### config.mk
export PLATFORM = sky130hd
export DESIGN_NAME = fifo_rd_arbiter
export DESIGN_NICKNAME = d
export VERILOG_FILES = /design/src/rtl/fifo_rd_arbiter.sv
export SDC_FILE = /design/constraint.sdc
export NUM_CORES = 1
export LEC_CHECK = 0
export BUFFER_PORTS_ARGS = -buffer_cell sky130_fd_sc_hd__buf_2
export CORE_MARGIN = 2
export CORE_UTILIZATION = 45
export CTS_BUF_LIST = sky130_fd_sc_hd__clkbuf_2
export DETAILED_ROUTE_END_ITERATION = 8
export PLACE_DENSITY_LB_ADDON = 0.25
export SYNTH_ARGS = -nofsm -noshare
export SYNTH_HDL_FRONTEND = slang
export SYNTH_SLANG_ARGS = --single-unit
### constraint.sdc
create_clock -name rclk -period 2.8 [get_ports rclk]
set_input_delay 0.84 -clock rclk [delete_from_list [all_inputs] [get_ports rclk]]
set_output_delay 0.84 -clock rclk [all_outputs]
set_load 0.05 [all_outputs]
### src/rtl/fifo_rd_arbiter.sv
// Round-robin read scheduler: drains NCH show-ahead async-FIFO read ports into one
// registered valid/ready stream, keeping a grant for up to BURST pops.

module fifo_rd_arbiter_lane (
  input  logic sel,
  input  logic empty,
  input  logic mask,
  input  logic pop_en,
  output logic req,
  output logic rinc
);
  assign req  = mask & ~empty;
  assign rinc = sel & req & pop_en;
endmodule

module fifo_rd_arbiter #(
  parameter int DSIZE = 8,
  parameter int NCH   = 4,
  parameter int CHW   = 2,
  parameter int BURST = 4
) (
  input  logic                 rclk,
  input  logic                 rst_n,
  input  logic [NCH-1:0]       ch_empty,
  input  logic [NCH*DSIZE-1:0] ch_rdata,
  input  logic [NCH-1:0]       ch_mask,
  output logic [NCH-1:0]       ch_rinc,
  output logic                 out_valid,
  output logic [DSIZE-1:0]     out_data,
  output logic [CHW-1:0]       out_ch,
  input  logic                 out_ready,
  output logic                 busy,
  output logic [CHW-1:0]       gnt_id
);
  typedef enum logic {IDLE, GRANT} state_t;

  state_t           state;
  logic [CHW-1:0]   rr_ptr;
  logic [7:0]       beat_cnt;
  logic [NCH-1:0]   req, sel;
  logic             pop_en, pop, g_req, found;
  logic [CHW-1:0]   off, pick, g_nxt;
  logic [CHW:0]     sum;
  logic [2*NCH-1:0] req2;
  logic [NCH-1:0]   rot;
  logic [DSIZE-1:0] g_data;

  // rst_n gates the pop strobe so a mid-burst reset silences ch_rinc at once
  assign pop_en = rst_n && (state == GRANT) && (!out_valid || out_ready);

  for (genvar c = 0; c < NCH; c++) begin : g_lane
    assign sel[c] = (gnt_id == CHW'(c));
    fifo_rd_arbiter_lane u_lane (
      .sel   (sel[c]),
      .empty (ch_empty[c]),
      .mask  (ch_mask[c]),
      .pop_en(pop_en),
      .req   (req[c]),
      .rinc  (ch_rinc[c])
    );
  end

  assign g_req = |(req & sel);
  assign pop   = pop_en & g_req;

  always_comb begin
    g_data = '0;
    for (int c = 0; c < NCH; c++)
      if (sel[c]) g_data = ch_rdata[c*DSIZE +: DSIZE];
  end

  // rotate requests so bit 0 is rr_ptr, then take the lowest set bit
  assign req2 = {req, req} >> rr_ptr;
  assign rot  = req2[NCH-1:0];

  always_comb begin
    found = 1'b0;
    off   = '0;
    for (int i = NCH-1; i >= 0; i--)
      if (rot[i]) begin
        found = 1'b1;
        off   = CHW'(i);
      end
  end

  assign sum   = {1'b0, rr_ptr} + {1'b0, off};
  assign pick  = (sum >= (CHW+1)'(NCH)) ? CHW'(sum - (CHW+1)'(NCH)) : sum[CHW-1:0];
  assign g_nxt = (gnt_id == CHW'(NCH-1)) ? '0 : gnt_id + 1'b1;

  always_ff @(posedge rclk or negedge rst_n) begin
    if (!rst_n) begin
      state     <= IDLE;
      rr_ptr    <= '0;
      gnt_id    <= '0;
      beat_cnt  <= '0;
      busy      <= 1'b0;
      out_valid <= 1'b0;
      out_data  <= '0;
      out_ch    <= '0;
    end else begin
      if (pop) begin
        out_valid <= 1'b1;
        out_data  <= g_data;
        out_ch    <= gnt_id;
      end else if (out_valid && out_ready) begin
        out_valid <= 1'b0;
      end

      case (state)
        IDLE: if (found) begin
          state    <= GRANT;
          busy     <= 1'b1;
          gnt_id   <= pick;
          beat_cnt <= '0;
        end
        GRANT: begin
          // empty or unmasked channel releases without a pop; stalls keep the grant
          if (!g_req || (pop && beat_cnt == 8'(BURST-1))) begin
            state  <= IDLE;
            busy   <= 1'b0;
            rr_ptr <= g_nxt;
          end else if (pop) begin
            beat_cnt <= beat_cnt + 8'd1;
          end
        end
        default: state <= IDLE;
      endcase
    end
  end
endmodule
# After elaboration in Yosys (flattened, before gate mapping)
# Cells that the tools add are included.
[op_classes] addsub=4 order_cmp=1 n_eq_ne=8 n_shift=1 mux=26 bitwise=19 n_reduce_logical=15
[ops] operator="$mux W8" count=7
[ops] operator="$pmux W8 S2" count=1
[ops] operator="$and A1 B1 Y1" count=13
[ops] operator="$mux W2" count=6
[ops] operator="$mux W1" count=10
[ops] operator="$add A8 B1 Y8 const B" count=1
[ops] operator="$eq A8 B2 Y1 const B" count=1
[ops] operator="$shr A8 B2 Y4" count=1
[ops] operator="$reduce_and A2 Y1" count=3
[ops] operator="$not A1 Y1" count=5
[ops] operator="$and A4 B4 Y4" count=1
[ops] operator="$eq A2 B2 Y1 const B" count=2
[ops] operator="$logic_and A1 B1 Y1" count=4
[ops] operator="$ne A2 B1 Y1 const B" count=2
[ops] operator="$ne A2 B2 Y1 const B" count=2
[ops] operator="$pmux W1 S2" count=2
[ops] operator="$reduce_or A4 Y1" count=1
[ops] operator="$add A2 B2 Y3" count=1
[ops] operator="$ge A3 B3 Y1 const B" count=1
[ops] operator="$reduce_and A3 Y1" count=1
[ops] operator="$add A2 B1 Y2 const B" count=1
[ops] operator="$eq A2 B1 Y1 const B" count=1
[ops] operator="$logic_not A1 Y1" count=2
[ops] operator="$logic_not A2 Y1" count=1
[ops] operator="3 further kinds" count=4
[word_totals] register_bits=25 inputBits=43 out_inout_bits=18 word_cells=82

# Logic depth before layout (Yosys ltp)
# Gate-level depths: netlist of the first run.
[logic_depth] ltp_word=10 depth_mapped=8 ltp_nobuf=7

# Hierarchy
# From an unflattened synthesis of the first run, not the netlist that was laid out.
[hier_totals] cells_unflattened=204 area_unflattened_um2=1704.1
[by_module_without_submodules] mod="fifo_rd_arbiter" n_inst=1 cells_per_inst=196 area_per_inst_um2=1629.1 seq_area_each_um2=625.6
[by_module_without_submodules] mod="fifo_rd_arbiter_lane" n_inst=4 cells_per_inst=2 area_per_inst_um2=18.8 seq_area_each_um2=0.0

# Worst setup path after synthesis of the first run
# No wires, ideal clock.
[synth_path] kind="register to output" from="register gnt_id[0]" to="output ch_rinc[0]" arrival_ns=1.570 t_required_ns=1.960 slack_ns=0.390 path_stages_with_launch=7 n_path_buf=2 path_cell_list="dfrtp_1 inv_1 ha_1 clkbuf_1 nand3b_1 nor2_1 buf_4"
[synth_via] elab_chain_len=3
[synth_lines] item="start, declared" line_no="33" text="output logic [CHW-1:0] gnt_id"
[synth_lines] item="start signal, assigned" line_no="113" text="gnt_id <= pick;"
[synth_lines] item="$logic_not A2 Y1" line_no="52" text="assign sel[c] = (gnt_id == CHW'(c));"
[synth_lines] item="$and A1 B1 Y1 (2 in series)" line_no="13" text="assign rinc = sel & req & pop_en;"
[synth_lines] item="end, declared" line_no="27" text="output logic [NCH-1:0] ch_rinc,"
# No other way between the ends.

# Worst setup path after layout of the first run
[layout_path] from="input out_ready" to="output ch_rinc[2]"
[layout_via] elab_chain_len=3
[layout_lines] item="start, declared" line_no="31" text="input logic out_ready,"
[layout_lines] item="$logic_or A1 B1 Y1" line_no="49" text="assign pop_en = rst_n && (state == GRANT) && (!out_valid || out_ready);"
[layout_lines] item="$logic_and A1 B1 Y1" line_no="49"
[layout_lines] item="$and A1 B1 Y1" line_no="13"
# No other way between the ends.

==> results.json, run 1 <==
{
  "max-cap-violations": 0,
  "synth_ff_type": "dfrtp_1",
  "cts-resized-gates": 0,
  "p_total_mw": 2.10,
  "crit_arrival_ns": 1.75,
  "die_w_microns": 66.1,
  "die_area_sq_um": 4370,
  "synth.top_cells.by_count": "25 x dfrtp_1, 20 x nand2_1, 16 x a21oi_1",
  "core_area_sq_um": 3690,
  "period_needed_ns": 2.59,
  "layout.nets": 305,
  "met3_usage_pct": 4.77,
  "area_delta_synth_final_pct": 22.3,
  "fmax_mhz": 386,
  "num_antenna_cells": 0,
  "io_pins": 61,
  "drt-total-wl_microns": 4280,
  "cts-root-buf": "clkbuf_2",
  "finalHoldViolations": 0,
  "ys_seq_area_share_pct": 36.0,
  "min_path_type": "input port to asynchronous set/reset pin",
  "ir_worst_vdd_mv": 0.692,
  "drt-vias-per-instance": 5.55,
  "status": "completed",
  "period_share_pct": 92.5,
  "cp-start-kind": "input port",
  "syn_avg_cell_area_sq_um": 8.77,
  "drt-pass1-iter-count": 4,
  "first_iter_violations": 80,
  "overflow": 0,
  "crit_fanout": 7,
  "crit_type": "input port to output pin",
  "route.vias.total": 1683,
  "met2_usage_pct": 33.3,
  "grt_pass1_vias": 1597,
  "clkTransAtPathRegs_ns": 0.23,
  "track_usage_pct": 21.3,
  "syn_inst": 198,
  "drv_slew": 0,
  "p_per_area_nw_per_um2": 991,
  "async_flop_share_pct": 100,
  "r2r_setup_slack_ns": 0.80,
  "clock-sinks": 25,
  "drc_errors": 0,
  "yosys_warnings": 0,
  "cts_inserted_buffers": 3,
  "p_leak_nw": 1.07,
  "busiest_layer": "met2",
  "cts_setup_buffers": 0,
  "worstSkewPairLatency_ns": 0.34,
  "yosys.area.top_type": "dfrtp_1",
  "finalSetupViolCount": 0,
  "grt_use_met1_pct": 29.8,
  "hpwl_microns": 3280,
  "start_util_pct": 47.1,
  "clockBufferDepth": 2,
  "r2r.worst_path.cells": 5,
  "synth_cell_types": 41,
  "rows": 22,
  "h-tree-depth": 1,
  "yosysMostFrequentCell": "dfrtp_1",
  "tritoncts": "yes",
  "portBuffers": 60,
  "ctsHoldBuffers": 0,
  "synth_edf_count": 0,
  "die_h_microns": 66.1,
  "worstPathRequired_ns": 1.96,
  "routabilityCongestion": 0.844,
  "grt_start_max_net_pins": 27,
  "grt_antenna_before_repair": 0,
  "wire_per_inst_microns": 14.1,
  "grt_pass1_wl_microns": 7280,
  "drtAntennaViolNets": 0,
  "rsz0062_at_grt": "no",
  "cp-end-kind": "output pin",
  "yosysTopAreaCellShare_pct": 36.0,
  "fin_skew_ns": 0.00665,
  "synth_area_leaders": "dfrtp_1 36%, mux2_2 5.2%, a21oi_1 4.6%, ha_1 4.3%, nand2_1 4.3%",
  "synthesis.area_sq_um": 1740,
  "synth_nets": 247,
  "worst_pin_slew_ns": 0.500,
  "ys_seq_elements": 25,
  "drive_gt1_share_pct": 34.5,
  "relSlewSlack_pct": 66.4,
  "tns_ns": 0
}
-- worst paths after layout --
kind,end,start
min,beat_cnt[2]$_DFFE_PN0P_,rst_n
min reg2reg,beat_cnt[7]$_DFFE_PN0P_,beat_cnt[7]$_DFFE_PN0P_
max reg2reg,rr_ptr[1]$_DFFE_PN0P_,beat_cnt[0]$_DFFE_PN0P_
min in group rclk,beat_cnt[7]$_DFFE_PN0P_,beat_cnt[7]$_DFFE_PN0P_
max,ch_rinc[2],out_ready
max in group asynchronous,out_data[3]$_DFFE_PN0P_,rst_n
-- worst max-delay path, cell delays in order --
cell and delay [ns]:
buf_2 0.07, nand2b_1 0.17, nand3_1 0.24, nor2_1 0.16, buf_2 0.27
-- area by class of cell --
| type | instances | area, sq um |
|---|---|---|
| fillers | 360 | 1570 |
| well taps | 48 | 60.1 |
| clock buffers | 4 | 20.0 |
| repair buffers | 69 | 370 |
| inverters | 11 | 41.3 |
| flip-flops and latches | 25 | 626 |
| multi-input cells | 146 | 1010 |
-- layout by cell type, fill, tap and decap left out, types with 7 or more instances in the layout --
master and instances:
a21oi_1 16, a22o_1 8, a31oi_1 10, buf_2 59
buf_4 9, dfrtp_1 25, inv_1 11, mux2_2 8
nand2_1 20, nand2b_1 9, nor2_1 7, o21ai_0 14
-- state kept, by name, indices dropped and copies added (netlist names) --
register and flops:
beat_cnt 8, out_data 8, gnt_id 2, out_ch 2, rr_ptr 2, busy 1, out_valid 1, state 1
-- power breakdown --
| group | leakage (nW) | internal (mW) | switching, mW | total (mW) |
|---|---|---|---|---|
| Sequential | 0.323 | 0.479 | 0.111 | 0.590 |
| Clock | 0.0166 | 0.0377 | 0.105 | 0.143 |
| Combinational | 0.728 | 0.500 | 0.871 | 1.37 |
| Total | 1.07 | 1.02 | 1.09 | 2.10 |
-- cell families (layout without fill, tap and decap cells) --
| kind of cell | after synthesis | count (layout) | synth area share (%) |
|---|---|---|---|
| AOI/OAI and AO/OA | 65 | 65 | 24.6 |
| adders and majority gates | 6 | 6 | 4.32 |
| muxes | 12 | 12 | 7.64 |
| DFF | 25 | 25 | 36.0 |
| and+or+nand+nor | 63 | 63 | 20.6 |
| buffers and inverters | 27 | 84 | 6.77 |
-- per-layer routing --
| metal | vias to the layer above | wire length [microns] | share of wire, % |
|---|---|---|---|
| met1 | 793 | 2010 | 47 |
| met5 | - | 0 | 0 |
| li1 | 840 | - | - |
| met2 | 46 | 2030 | 47 |
| met3 | 4 | 211 | 4.9 |
| met4 | 0 | 40 | 0.93 |
-- through the flow --
stage / instance area (sq um) / hold WS (ns) / worst slack, ns / util [%] / std cells
after global routing: 2120 / 0.451 / 0.0624 / 57.6 / 303
after floorplan: 1740 / 0.453 / 0.390 / - / 198
after CTS: 2110 / 0.469 / 0.0349 / 57.2 / 303
final: 2120 / 0.475 / 0.210 / 57.6 / 303
after global placement: 2090 / 0.478 / 0.245 / 56.6 / 299
after detailed placement: 2090 / 0.479 / 0.230 / 56.6 / 299
(Power assumes the default switching activity.)
==> run 2, diff against run 1 <==
ABC_AREA = 1   (was unset)
==> run 2 against run 1 <==
  * Clock power is essentially flat
  * Core utilization down 0.63 points
  * Die area is 2.2% higher
  * Via count is 6.6% higher
  * Non-clock buffer count decreased by 5
  * Critical endpoint is now ch_rinc[3]
==> results.json, run 2 <==
{
  "status": "completed",
  "mostFrequentLayoutCells": "69 x nand2_1, 60 x buf_2, 40 x nand3_1, 32 x a21oi_1, 26 x inv_1",
  "crit_path_top_delay_cell": "dfrtp_1",
  "synth_area_leaders": "dfrtp_1 35%, nand2_1 15%, nand3_1 11%, a21oi_1 9.0%, inv_1 5.5%",
  "clockBufferDepth": 2,
  "pre_cts_slack_ns": 0.344,
  "yosys_warnings": 0,
  "area_delta_synth_final_pct": 19.1,
  "worst_pin_slew_ns": 0.498,
  "crit_fanout": 10,
  "cp-start-kind": "flop",
  "min_path_type": "input port to asynchronous set/reset pin",
  "clock-sinks": 25,
  "drive_gt1_share_pct": 25.3,
  "finalHoldViolations": 0,
  "overflow": 0,
  "largest_registers": "beat_cnt x8, out_data x8",
  "relSlewSlack_pct": 66.7,
  "period_needed_ns": 2.69,
  "ctsHoldBuffers": 0,
  "ys_seq_area_share_pct": 35.2,
  "layout.nets": 362,
  "hpwl_microns": 3320,
  "drc_errors": 0,
  "num_antenna_cells": 0,
  "synth_edf_count": 0,
  "tritoncts": "yes",
  "async_flop_share_pct": 100,
  "max-cap-violations": 0,
  "path_cells": "ha_1 > nand3_1 > nor2_1 > buf_2",
  "drv_slew": 0,
  "rsz0062_at_grt": "yes",
  "route.vias.total": 1794,
  "crit_buf_inv": 1,
  "yosysMostFrequentCell": "nand2_1",
  "cts_inserted_buffers": 3,
  "p_leak_nw": 1.16,
  "finalSetupViolCount": 0,
  "synth.top_cells.by_count": "69 x nand2_1, 40 x nand3_1, 32 x a21oi_1",
  "cp-end-kind": "output pin",
  "crit_path_max_incr_delay_ns": 0.46,
  "p_per_area_nw_per_um2": 1090,
  "synth_ff_type": "dfrtp_1",
  "synthesis.area_sq_um": 1780,
  "grt_antenna_before_repair": 0,
  "yosysTopAreaCellShare_pct": 35.2,
  "core_area_sq_um": 3720,
  "rr_startpoint": "gnt_id[0]$_DFFE_PN0P_",
  "synth_cell_types": 26,
  "h-tree-depth": 1,
  "die_h_microns": 66.8,
  "syn_avg_cell_area_sq_um": 6.97,
  "io_pins": 61,
  "fin_util_pct": 56.9,
  "timing.rr.end": "beat_cnt[0]$_DFFE_PN0P_",
  "routabilityCongestion": 0.852,
  "die_area_sq_um": 4470,
  "die_w_microns": 66.8,
  "final_common_cell": "nand2_1",
  "r2r.worst_path.cells": 8,
  "dp.cells": 356,
  "period_share_pct": 96.2,
  "fin_skew_ns": 0.0153,
  "grt_pass1_wl_microns": 7130,
  "fmax_mhz": 371,
  "layout_setup_ws_ns": 0.107,
  "start_util_pct": 47.8,
  "track_usage_pct": 20.7,
  "first_iter_violations": 78,
  "portBuffers": 60,
  "ys_seq_elements": 25,
  "drt-total-wl_microns": 4280,
  "clkTransAtPathRegs_ns": 0.24,
  "grt_pass1_vias": 1640,
  "worstSkewPairLatency_ns": 0.35,
  "tns_ns": 0,
  "ir_worst_vdd_mv": 0.631,
  "cp.depth": 4,
  "fillers": 384,
  "drt-vias-per-instance": 4.98,
  "drtAntennaViolNets": 0,
  "worstPathRequired_ns": 1.96,
  "cts-root-buf": "clkbuf_2",
  "yosys.area.top_type": "dfrtp_1",
  "wire_per_inst_microns": 11.9,
  "crit_arrival_ns": 1.85,
  "crit_type": "flop to output pin",
  "crit_path_start": "gnt_id[0]$_DFFE_PN0P_",
  "rows": 22,
  "fin_cells": 360,
  "synth_nets": 304,
  "r2r_setup_slack_ns": 0.65,
  "drt-pass1-iter-count": 4,
  "syn_inst": 255,
  "endpoint": "ch_rinc[3]",
  "critPathTopFamily": "flip-flops",
  "grt_start_max_net_pins": 26
}
run 2: worst min path at each step:
| stage | start | endpoint | slack, ns | cells after the start |
|---|---|---|---|---|
| 2_1_floorplan | beat_cnt[3]$_DFFE_PN0P_ | beat_cnt[3]$_DFFE_PN0P_ | 0.46 | 2 |
| 3_3_place_gp | out_ch[0]$_DFFE_PN0P_ | out_ch[0]$_DFFE_PN0P_ | 0.46 | 2 |
| 3_5_place_dp | busy$_DFFE_PN0P_ | busy$_DFFE_PN0P_ | 0.49 | 2 |
| 4_1_cts | rst_n | out_valid$_DFFE_PN0P_ | 0.43 | 2 |
| 5_1_grt | rst_n | out_data[2]$_DFFE_PN0P_ | 0.41 | 2 |
| 6_report | rst_n | out_data[0]$_DFFE_PN0P_ | 0.43 | 2 |
run 2: logic make-up after synthesis:
| family | synth area share [%] |
|---|---|
| xor+xnor | 1.97 |
| compound gates | 14.1 |
| buf+inv | 10.2 |
| flops | 35.2 |
| fa+ha+maj | 4.23 |
| simple gates | 34.3 |
run 2: metal layers:
metal  vias to the layer above  wire, microns  track usage, %
met2                        56           1930            35.4
met5                         -              0               0
met4                         0             10            2.04
li1                        943              -               -
met3                         2            376            4.22
met1                       793           1960            28.0
run 2: worst reg2reg max path: stages, from the launching register on:
cell     delay [ns]
dfrtp_1        0.46
ha_1           0.44
nand3_1        0.21
nand4_2        0.28
nand2_2        0.12
o21ai_4        0.30
nand2_4        0.14
nand2_1        0.08
nand2_1        0.05
run 2: timing repair:
action                     CTS  global route
hold endpoints to repair     0             0
setup endpoints to repair    0             2
gates resized for setup      0             1
buffers inserted             0             0
run 2: report_power, final:
group          total [mW]  switching (mW)  internal (mW)
Combinational        1.55            1.10          0.449
Sequential          0.623           0.121          0.502
Clock               0.142           0.109         0.0332
run 2: stage by stage:
step / hold WS (ns) / power (mW) / area, sq um
2_1_floorplan: 0.463 / 1.82 / 1780
3_3_place_gp: 0.465 / 2.16 / 2090
3_5_place_dp: 0.488 / 2.18 / 2090
4_1_cts: 0.433 / 2.33 / 2110
5_1_grt: 0.412 / 2.55 / 2120
6_report: 0.431 / 2.31 / 2120
run 2: layout make-up:
type | count | area, sq um | share of cell area, %
multi-input cells | 191 | 972 | 45.9
clock inverters | 1 | 7.51 | 0.355
well taps | 48 | 60.1 | 2.84
flip-flops and latches | 25 | 626 | 29.6
repair buffers | 64 | 330 | 15.6
clock buffers | 3 | 15.0 | 0.710
inverters | 28 | 105 | 4.97
